--- src/rtl/gcd_pack.sv ---
// Shared types and defaults for the GCD custom-instruction initiator.
package gcd_pack;

   typedef enum logic [1:0] {IDLE, ASSERT, RUN, RESP} gcd_ci_init_state_t;

   localparam int unsigned GCD_DATA_W  = 32;
   localparam int unsigned GCD_ACK_TMO = 16;
   localparam int unsigned GCD_RUN_TMO = 1024;

   // Counter width able to hold the larger of the two wait limits.
   function automatic int unsigned gcd_tmo_cnt_w(input int unsigned ack, input int unsigned run);
      int unsigned m;
      m = (ack > run) ? ack : run;
      return (m < 1) ? 1 : $clog2(m + 1);
   endfunction

endpackage

--- src/rtl/gcd_ci_watchdog.sv ---
// Wait-cycle counter for the initiator: cleared on state entry, saturating,
// frozen while enable is low.
module gcd_ci_watchdog #(
   parameter int unsigned CNT_W = 11
) (
   input  logic             clk,
   input  logic             reset,
   input  logic             enable,
   input  logic             clear,
   input  logic [CNT_W-1:0] limit,
   output logic             expired
);

   logic [CNT_W-1:0] cnt;

   always_ff @(posedge clk) begin
      if (reset) begin
         cnt <= '0;
      end else if (enable) begin
         if (clear) begin
            cnt <= '0;
         end else if (cnt != '1) begin
            cnt <= cnt + 1'b1;
         end
      end
   end

   // cnt counts completed wait cycles, so the limit-th cycle is the last one
   assign expired = (limit == '0) || (cnt >= limit - 1'b1);

endmodule

--- src/rtl/gcd_ci_initiator.sv ---
// Initiator side of the multi-cycle custom-instruction handshake.
// Optional wait timeouts are built when GCD_CI_TIMEOUT_EN is defined.
module gcd_ci_initiator
   import gcd_pack::*;
#(
   parameter int unsigned DATA_W  = GCD_DATA_W,
   parameter int unsigned ACK_TMO = GCD_ACK_TMO,
   parameter int unsigned RUN_TMO = GCD_RUN_TMO
) (
   input  logic              clk,
   input  logic              reset,
   input  logic              clk_en,
   input  logic              req_valid,
   output logic              req_ready,
   input  logic [DATA_W-1:0] req_a,
   input  logic [DATA_W-1:0] req_b,
   output logic              rsp_valid,
   input  logic              rsp_ready,
   output logic [DATA_W-1:0] rsp_result,
   output logic              rsp_err,
   output logic              busy,
   output logic              ci_clk_en,
   output logic              ci_reset,
   output logic              ci_start,
   output logic [DATA_W-1:0] ci_dataa,
   output logic [DATA_W-1:0] ci_datab,
   input  logic              ci_done,
   input  logic [DATA_W-1:0] ci_result
);

   gcd_ci_init_state_t state, state_n;
   logic               start_n;
   logic [DATA_W-1:0]  dataa_n, datab_n, result_n;
   logic               valid_n, err_n;
   logic               expired;

   assign req_ready = (state == IDLE) & ci_done;
   assign busy      = (state != IDLE);
   assign ci_clk_en = clk_en | reset;
   assign ci_reset  = reset;

   always_ff @(posedge clk) begin
      if (reset) begin
         state      <= IDLE;
         ci_start   <= 1'b0;
         ci_dataa   <= '0;
         ci_datab   <= '0;
         rsp_valid  <= 1'b0;
         rsp_result <= '0;
         rsp_err    <= 1'b0;
      end else if (clk_en) begin
         state      <= state_n;
         ci_start   <= start_n;
         ci_dataa   <= dataa_n;
         ci_datab   <= datab_n;
         rsp_valid  <= valid_n;
         rsp_result <= result_n;
         rsp_err    <= err_n;
      end
   end

   always_comb begin
      state_n  = state;
      start_n  = ci_start;
      dataa_n  = ci_dataa;
      datab_n  = ci_datab;
      valid_n  = rsp_valid;
      result_n = rsp_result;
      err_n    = rsp_err;
      unique case (state)
         IDLE: begin
            if (req_valid && req_ready) begin
               dataa_n = req_a;
               datab_n = req_b;
               start_n = 1'b1;
               state_n = ASSERT;
            end
         end
         ASSERT: begin
            // the slave is edge-triggered: start stays up until done is seen low
            if (!ci_done) begin
               start_n = 1'b0;
               state_n = RUN;
            end else if (expired) begin
               start_n  = 1'b0;
               result_n = '0;
               err_n    = 1'b1;
               valid_n  = 1'b1;
               state_n  = RESP;
            end
         end
         RUN: begin
            start_n = 1'b0;
            if (ci_done) begin
               result_n = ci_result;
               err_n    = 1'b0;
               valid_n  = 1'b1;
               state_n  = RESP;
            end else if (expired) begin
               result_n = '0;
               err_n    = 1'b1;
               valid_n  = 1'b1;
               state_n  = RESP;
            end
         end
         RESP: begin
            if (rsp_ready) begin
               valid_n = 1'b0;
               state_n = IDLE;
            end
         end
         default: state_n = IDLE;
      endcase
   end

`ifdef GCD_CI_TIMEOUT_EN
   localparam int unsigned CNT_W = gcd_tmo_cnt_w(ACK_TMO, RUN_TMO);

   logic [CNT_W-1:0] tmo_limit;
   logic             tmo_clear;

   assign tmo_limit = (state == RUN) ? CNT_W'(RUN_TMO) : CNT_W'(ACK_TMO);
   assign tmo_clear = (state_n != state);

   gcd_ci_watchdog #(
      .CNT_W(CNT_W)
   ) u_watchdog (
      .clk    (clk),
      .reset  (reset),
      .enable (clk_en),
      .clear  (tmo_clear),
      .limit  (tmo_limit),
      .expired(expired)
   );
`else
   logic unused_tmo;
   assign unused_tmo = ^{ACK_TMO, RUN_TMO};
   assign expired    = 1'b0;
`endif

endmodule

--- config.mk ---
export PLATFORM = sky130hd
export DESIGN_NAME = gcd_ci_initiator
export DESIGN_NICKNAME = d
export VERILOG_FILES = /design/src/rtl/gcd_pack.sv /design/src/rtl/gcd_ci_watchdog.sv /design/src/rtl/gcd_ci_initiator.sv
export SDC_FILE = /design/constraint.sdc
export NUM_CORES = 1
export LEC_CHECK = 0
export CELL_PAD_IN_SITES_DETAIL_PLACEMENT = 1
export CELL_PAD_IN_SITES_GLOBAL_PLACEMENT = 1
export CORE_MARGIN = 2
export CORE_UTILIZATION = 38
export CTS_CLUSTER_SIZE = 8
export DETAILED_ROUTE_END_ITERATION = 8
export DONT_BUFFER_PORTS = 1
export PLACE_DENSITY_LB_ADDON = 0.3
export SLEW_MARGIN = 20
export SYNTH_ARGS = -nofsm -noshare
export SYNTH_HDL_FRONTEND = slang
export SYNTH_SLANG_ARGS = --single-unit
--- constraint.sdc ---
create_clock -name clk -period 1.4 [get_ports clk]
set_input_delay 0.14 -clock clk [delete_from_list [all_inputs] [get_ports clk]]
set_output_delay 0.14 -clock clk [all_outputs]
set_load 0.01 [all_outputs]
==> run summary, run 1 <==
WP data required = 1.70 ns
Root Driver = clkbuf_8
Clock Skew = 0.0172 ns
Num CTS Buffers = 9
Mapped Cells = 458
vias in the first global route = 3032
PwrDens = 1080 nW/um^2
core area = 9280 um^2
DIE AREA = 10400 um^2
post-synthesis sequential area ratio = 55.1%
clk_lat worst skew = 0.35 ns
# diodes = 0
Top FF cell, synth = dfxtp_1
drt initial violations = 59
Placer Congestion = 0.709
IO Port Bufs = 0
switching power = 1.42 mW
crit path DAT = 1.78 ns
VDD IR max = 0.600 mV
overflow left after global routing = 0
Flop pwr share = 53.5%
synthesis-to-finish area growth = 44.0%
Clock Path Buffers = 2
failing checks = negative hold slack, negative setup slack
Clk network pwr share = 35.6%
Antenna Violating Nets Remaining = 0
GRT Total Usage = 18.5%
min Tclk post-route = 1.47 ns
dpl ws = -0.0779 ns
Final WS setup = -0.0744 ns
H-tree depth = 3
Netlist cell types = 26
Final Routed Wirelength = 13.1 mm
post-synthesis cell area = 3640 um^2
share of cells above drive strength 1 = 42.3%
Via density = 5.35
initial antenna violation count = 0
Setup Viol. Count Final = 64
die width = 102 um
vias post-DR = 3240
Post-Layout Inst Area = 5240 um^2
clock-pin slew on the worst setup and hold paths = 0.10 ns
HP Class = in -> reg
Hold Path Cell Cnt = 1
initial core utilization = 39.2%
I/O Pins = 205
Stages on worst setup path = 5
FFs w/ async S/R, synth = 0%
first-pass GRT wire length = 15.1 mm
syn avg cell area = 7.94 um^2
Slew Limit Fails = 0
crit-path leading delay family = simple AND/OR/NAND/NOR gates
setup TNS = -2.05 ns
R2R depth = 5
Leakage Power = 1.99 nW
Post-route DRC = 0
CTS tree = done
Logic pwr share = 10.9%
Net Count, Synth = 566
post-DP HPWL = 7.03 mm
CTS sink count = 100
Ys Warns = 0
TritonRoute pass-1 iters = 4
cells along the critical path = inv_4 > ha_4 > a21bo_4 > or4_4 > a21oi_2
slowest cell on the critical path = or4_4
Sw Ratio = 25.0%
crit-path max FO = 3
Crit Path Class = reg -> reg
Setup crit start kind = register
area post-placement = 3800 um^2
Max-Cap Viols = 0
Fin. Hold Viols = 98
Cell Rows = 35
wire length per cell = 21.7 um
Crit. End Element = register
# fillers = 1001
pin count of the biggest net entering global routing = 105
RSZ-0062 raised after global routing = true
Final Cycle Share = 105%
status = complete, but fails checks
internal power = 4.25 mW
crit-path max cell delay = 0.48 ns
WHS = -0.134 ns
Worst Path Buf+Inv = 1
Yosys reg bits = 100
Max Clock Freq = 678 MHz
Nets = 580
Post-synth EDFFs = 0
die height = 102 um
[synthesized netlist by cell type (2+ instances only)]
cell / number / area share, %
nand2_1: 193 / 20
clkbuf_1: 21 / 2.2
ha_1: 6 / 2.1
a21oi_1: 98 / 13
nor2b_1: 2 / 0.34
nand3_1: 2 / 0.28
buf_4: 2 / 0.41
mux2i_1: 2 / 0.55
buf_2: 11 / 1.5
nand2b_1: 3 / 0.52
inv_1: 4 / 0.41
dfxtp_1: 100 / 55
[layer usage]
layer  track usage [%]  share of wire, %
met5                 0                 0
met4              6.46               1.2
met3              7.87               8.6
met2              32.8                53
met1              19.8                38
[per-stage QoR]
stage / hold WS [ns] / power [mW] / std cells / util [%]
6_report: -0.134 / 5.67 / 606 / 56.4
5_1_grt: -0.191 / 5.90 / 606 / 56.4
4_1_cts: -0.174 / 5.43 / 585 / 44.4
3_5_place_dp: 0.218 / 3.39 / 565 / 40.9
3_3_place_gp: 0.217 / 3.37 / 565 / 40.9
2_1_floorplan: 0.276 / 3.33 / 458 / -
[cell type report]
class	instances	area, um^2	share of cell area (%)
sequential	100	2010	38.4
tap	129	161	3.08
timing repair buffer	37	623	11.9
multi-input combinational	320	2210	42.2
clock inverter	5	83.8	1.60
clock buffer	11	131	2.51
inverter	4	20.0	0.382
[final timing paths]
kind	end	slack, ns	start
min reg2reg	ci_datab[5]	0.51	ci_datab[5]
max reg2reg	ci_start	-0.07	state[1]
max	ci_start	-0.07	state[1]
min	rsp_result[30]	-0.13	reset
[repair_timing]
action	in CTS	in global routing
hold buffers	2	1
hold endpoints to repair	100	100
gates resized for setup	12	204
setup buffers	1	3
setup endpoints to repair	33	91
gates cloned	1	17
pin swaps	1	95
[power groups by stage]
| stage | sequential, mW | clock [mW] | combinational [mW] |
|---|---|---|---|
| after detailed placement | 3.09 | 0 | 0.298 |
| after CTS | 3.03 | 2.07 | 0.337 |
| final | 3.03 | 2.02 | 0.620 |
| after global placement | 3.09 | 0 | 0.279 |
| after global routing | 3.05 | 2.19 | 0.661 |
| after floorplan | 3.07 | 0 | 0.258 |
[flip-flops by register name, summed over array words and instances (netlist names)]
register,flops
ci_dataa,32
ci_datab,32
ci_start,1
rsp_result,32
rsp_valid,1
state,2
[cells by family after synthesis]
kind of cell | synth area share [%]
buffers and inverters | 4.51
AO/OA/AOI/OAI | 15.3
flip-flops | 55.1
AND/OR/NAND/NOR | 22.4
adder cells (fa/ha/maj) | 2.06
other | 0.103
multiplexers | 0.551
[layout by cell type, fill, tap and decap left out, types with 2 or more instances in the layout]
cell / netlist / layout
inv_4: 0 / 2
buf_6: 0 / 6
dfxtp_1: 100 / 98
ha_1: 6 / 2
nand2_2: 0 / 29
nand3_1: 2 / 2
clkinvlp_4: 0 / 2
inv_1: 4 / 2
ha_2: 0 / 2
dlygate4sd3_1: 0 / 3
a21oi_1: 98 / 41
buf_8: 0 / 2
clkbuf_8: 0 / 9
nand2b_1: 3 / 3
buf_12: 0 / 7
mux2i_1: 2 / 2
nand2_4: 0 / 52
nor2b_1: 2 / 2
dfxtp_4: 0 / 2
a21oi_2: 0 / 57
nand2_1: 193 / 112
clkbuf_1: 21 / 2
bufinv_16: 0 / 2
ha_4: 0 / 2
buf_4: 2 / 7
clkbuf_16: 0 / 11
Power figures use the tool's default switching activity.
==> run 2, diff against run 1 <==
- CORE_MARGIN: 2 -> 3
==> run 2 against run 1 <==
  * The flow still finishes with violations (negative hold slack, negative setup slack)
  * Clock power is 12% lower
  * Non-clock buffer count is 16 lower
  * Maximum frequency decreased by 1.6%
  * Worst setup slack worse by 0.025 ns
  * Core utilization shrank 7.9 points
  * Hold slack worse by 0.033 ns
  * Global-route usage fell by 0.55 points
  * First-iteration DRC count grew to 2.8 times the previous value
  * Final cell count fell by 2.6%
  * Critical path depth stayed put
==> run summary, run 2 (same netlist as run 1, synthesis figures left out) <==
status = complete, but fails checks
failing checks = negative hold slack, negative setup slack
CTS sink count = 100
pin count of the biggest net entering global routing = 105
clock-pin slew on the worst setup and hold paths = 0.10 ns
share of cells above drive strength 1 = 23.6%
first-pass GRT wire length = 15.6 mm
Crit Path Class = reg -> reg
synthesis-to-finish area growth = 23.8%
IO Port Bufs = 0
WP data required = 1.70 ns
Largest regs = ci_dataa: 32 flops, ci_datab: 32 flops, rsp_result: 32 flops
Slew Limit Fails = 0
Setup crit start kind = register
vias in the first global route = 2957
cells along the critical path = inv_4 > ha_4 > a21bo_4 > or4_4 > a21oi_2
overflow left after global routing = 0
Clock Skew = 0.0122 ns
crit path DAT = 1.79 ns
Via density = 5.23
Root Driver = clkbuf_8
die width = 104 um
Num CTS Buffers = 9
Post-CTS Hold Buffers = 2
DIE AREA = 10800 um^2
Final Cycle Share = 107%
vias post-DR = 3084
initial core utilization = 39.2%
Final Routed Wirelength = 11.3 mm
crit-path max FO = 3
Placer Congestion = 0.754
RSZ-0062 raised after global routing = true
wire length per cell = 19.2 um
HP Class = in -> reg
# fillers = 1101
WHS = -0.167 ns
Nets = 564
Post-route DRC = 0
slowest cell on the critical path = or4_4
dpl ws = -0.0675 ns
GRT Total Usage = 18.0%
H-tree depth = 3
Final WS setup = -0.0990 ns
TritonRoute pass-1 iters = 4
Storage cell area = 2010 um^2
CTS tree = done
# diodes = 0
Cell Rows = 35
Crit. End Element = register
VDD IR max = 0.625 mV
PwrDens = 1160 nW/um^2
Setup Viol. Count Final = 39
die height = 104 um
setup TNS = -0.665 ns
clk_lat worst skew = 0.36 ns
area of the multi-input gates = 1800 um^2
Max Clock Freq = 667 MHz
Leakage Power = 1.56 nW
I/O Pins = 205
Max-Cap Viols = 0
drt initial violations = 163
commonest non-fill, non-tap cell in the layout = nand2_1
Clock Path Buffers = 2
crit-path max cell delay = 0.48 ns
min Tclk post-route = 1.50 ns
commonest non-fill, non-tap cells in the layout = nand2_1, dfxtp_1, a21oi_1
Antenna Violating Nets Remaining = 0
post-DP HPWL = 7.13 mm
core area = 9280 um^2
Fin. Hold Viols = 100
initial antenna violation count = 0
==> run 2: changes by cell type in the layout (fill, tap and decap cells not counted), moves of 2 or more <==
cell | previous run | this run
clkbuf_16 | 11 | 5
nand2_1 | 112 | 168
nand2_2 | 29 | 10
nand2_4 | 52 | 15
a21oi_2 | 57 | 34
bufinv_16 | 2 | 0
buf_6 | 6 | 1
buf_12 | 7 | 3
a21oi_1 | 41 | 64
clkinv_4 | 0 | 2
==> run 2: cell type report <==
type	count	area share (%)
flip-flops and latches	100	44.6
multi-input cells	320	39.9
repair buffers	21	7.26
well taps	129	3.59
clock buffers	11	3.14
clock inverters	5	1.00
inverters	4	0.445
==> run 2: stage by stage <==
step                      instance area [um^2]  utilization, %  power (mW)  cells
after detailed placement                  3790            40.9        3.39    564
after global routing                      4500            48.5        5.50    590
final                                     4500            48.5        5.23    590
after floorplan                           3650               -        3.33    458
after CTS                                 4030            43.4        5.17    582
after global placement                    3790            40.9        3.37    564
==> run 2: what timing repair did <==
action,CTS,global route
pin swaps,0,33
hold endpoints to repair,100,100
endpoints found under the setup margin,31,101
cloned,0,7
setup buffers,0,1
gates resized for setup,6,90
==> run 2: final timing paths <==
check | to | cells after the start | startpoint | slack, ns
setup / recovery | ci_start | 5 | state[1] | -0.1
hold / removal | ci_dataa[25] | 1 | reset | -0.17
setup reg to reg | ci_start | 5 | state[1] | -0.1
hold reg to reg | rsp_result[0] | 2 | rsp_result[0] | 0.51
==> run 2: critical path, delay by kind of cell, from the launching register on <==
family / cells / cell delay [ns]
and+or+nand+nor: 1 / 0.48
buffers and inverters: 1 / 0.05
AOI/OAI and AO/OA: 2 / 0.37
adders and majority gates: 1 / 0.15
DFF: 1 / 0.38
==> run 2: metal layers <==
layer	wire length (um)	up-vias	share of wire, %	global-route usage (%)
met1	4550	1476	40	19.6
li1	-	1470	-	-
met2	5640	123	50	31.9
met5	0	-	0	0
met3	934	15	8.3	7.04
met4	198	0	1.7	5.79
==> run 2: report_power, final <==
part	internal, mW	total (mW)	switching [mW]
combinational	0.210	0.436	0.226
clock	0.723	1.77	1.05
sequential	2.93	3.03	0.101
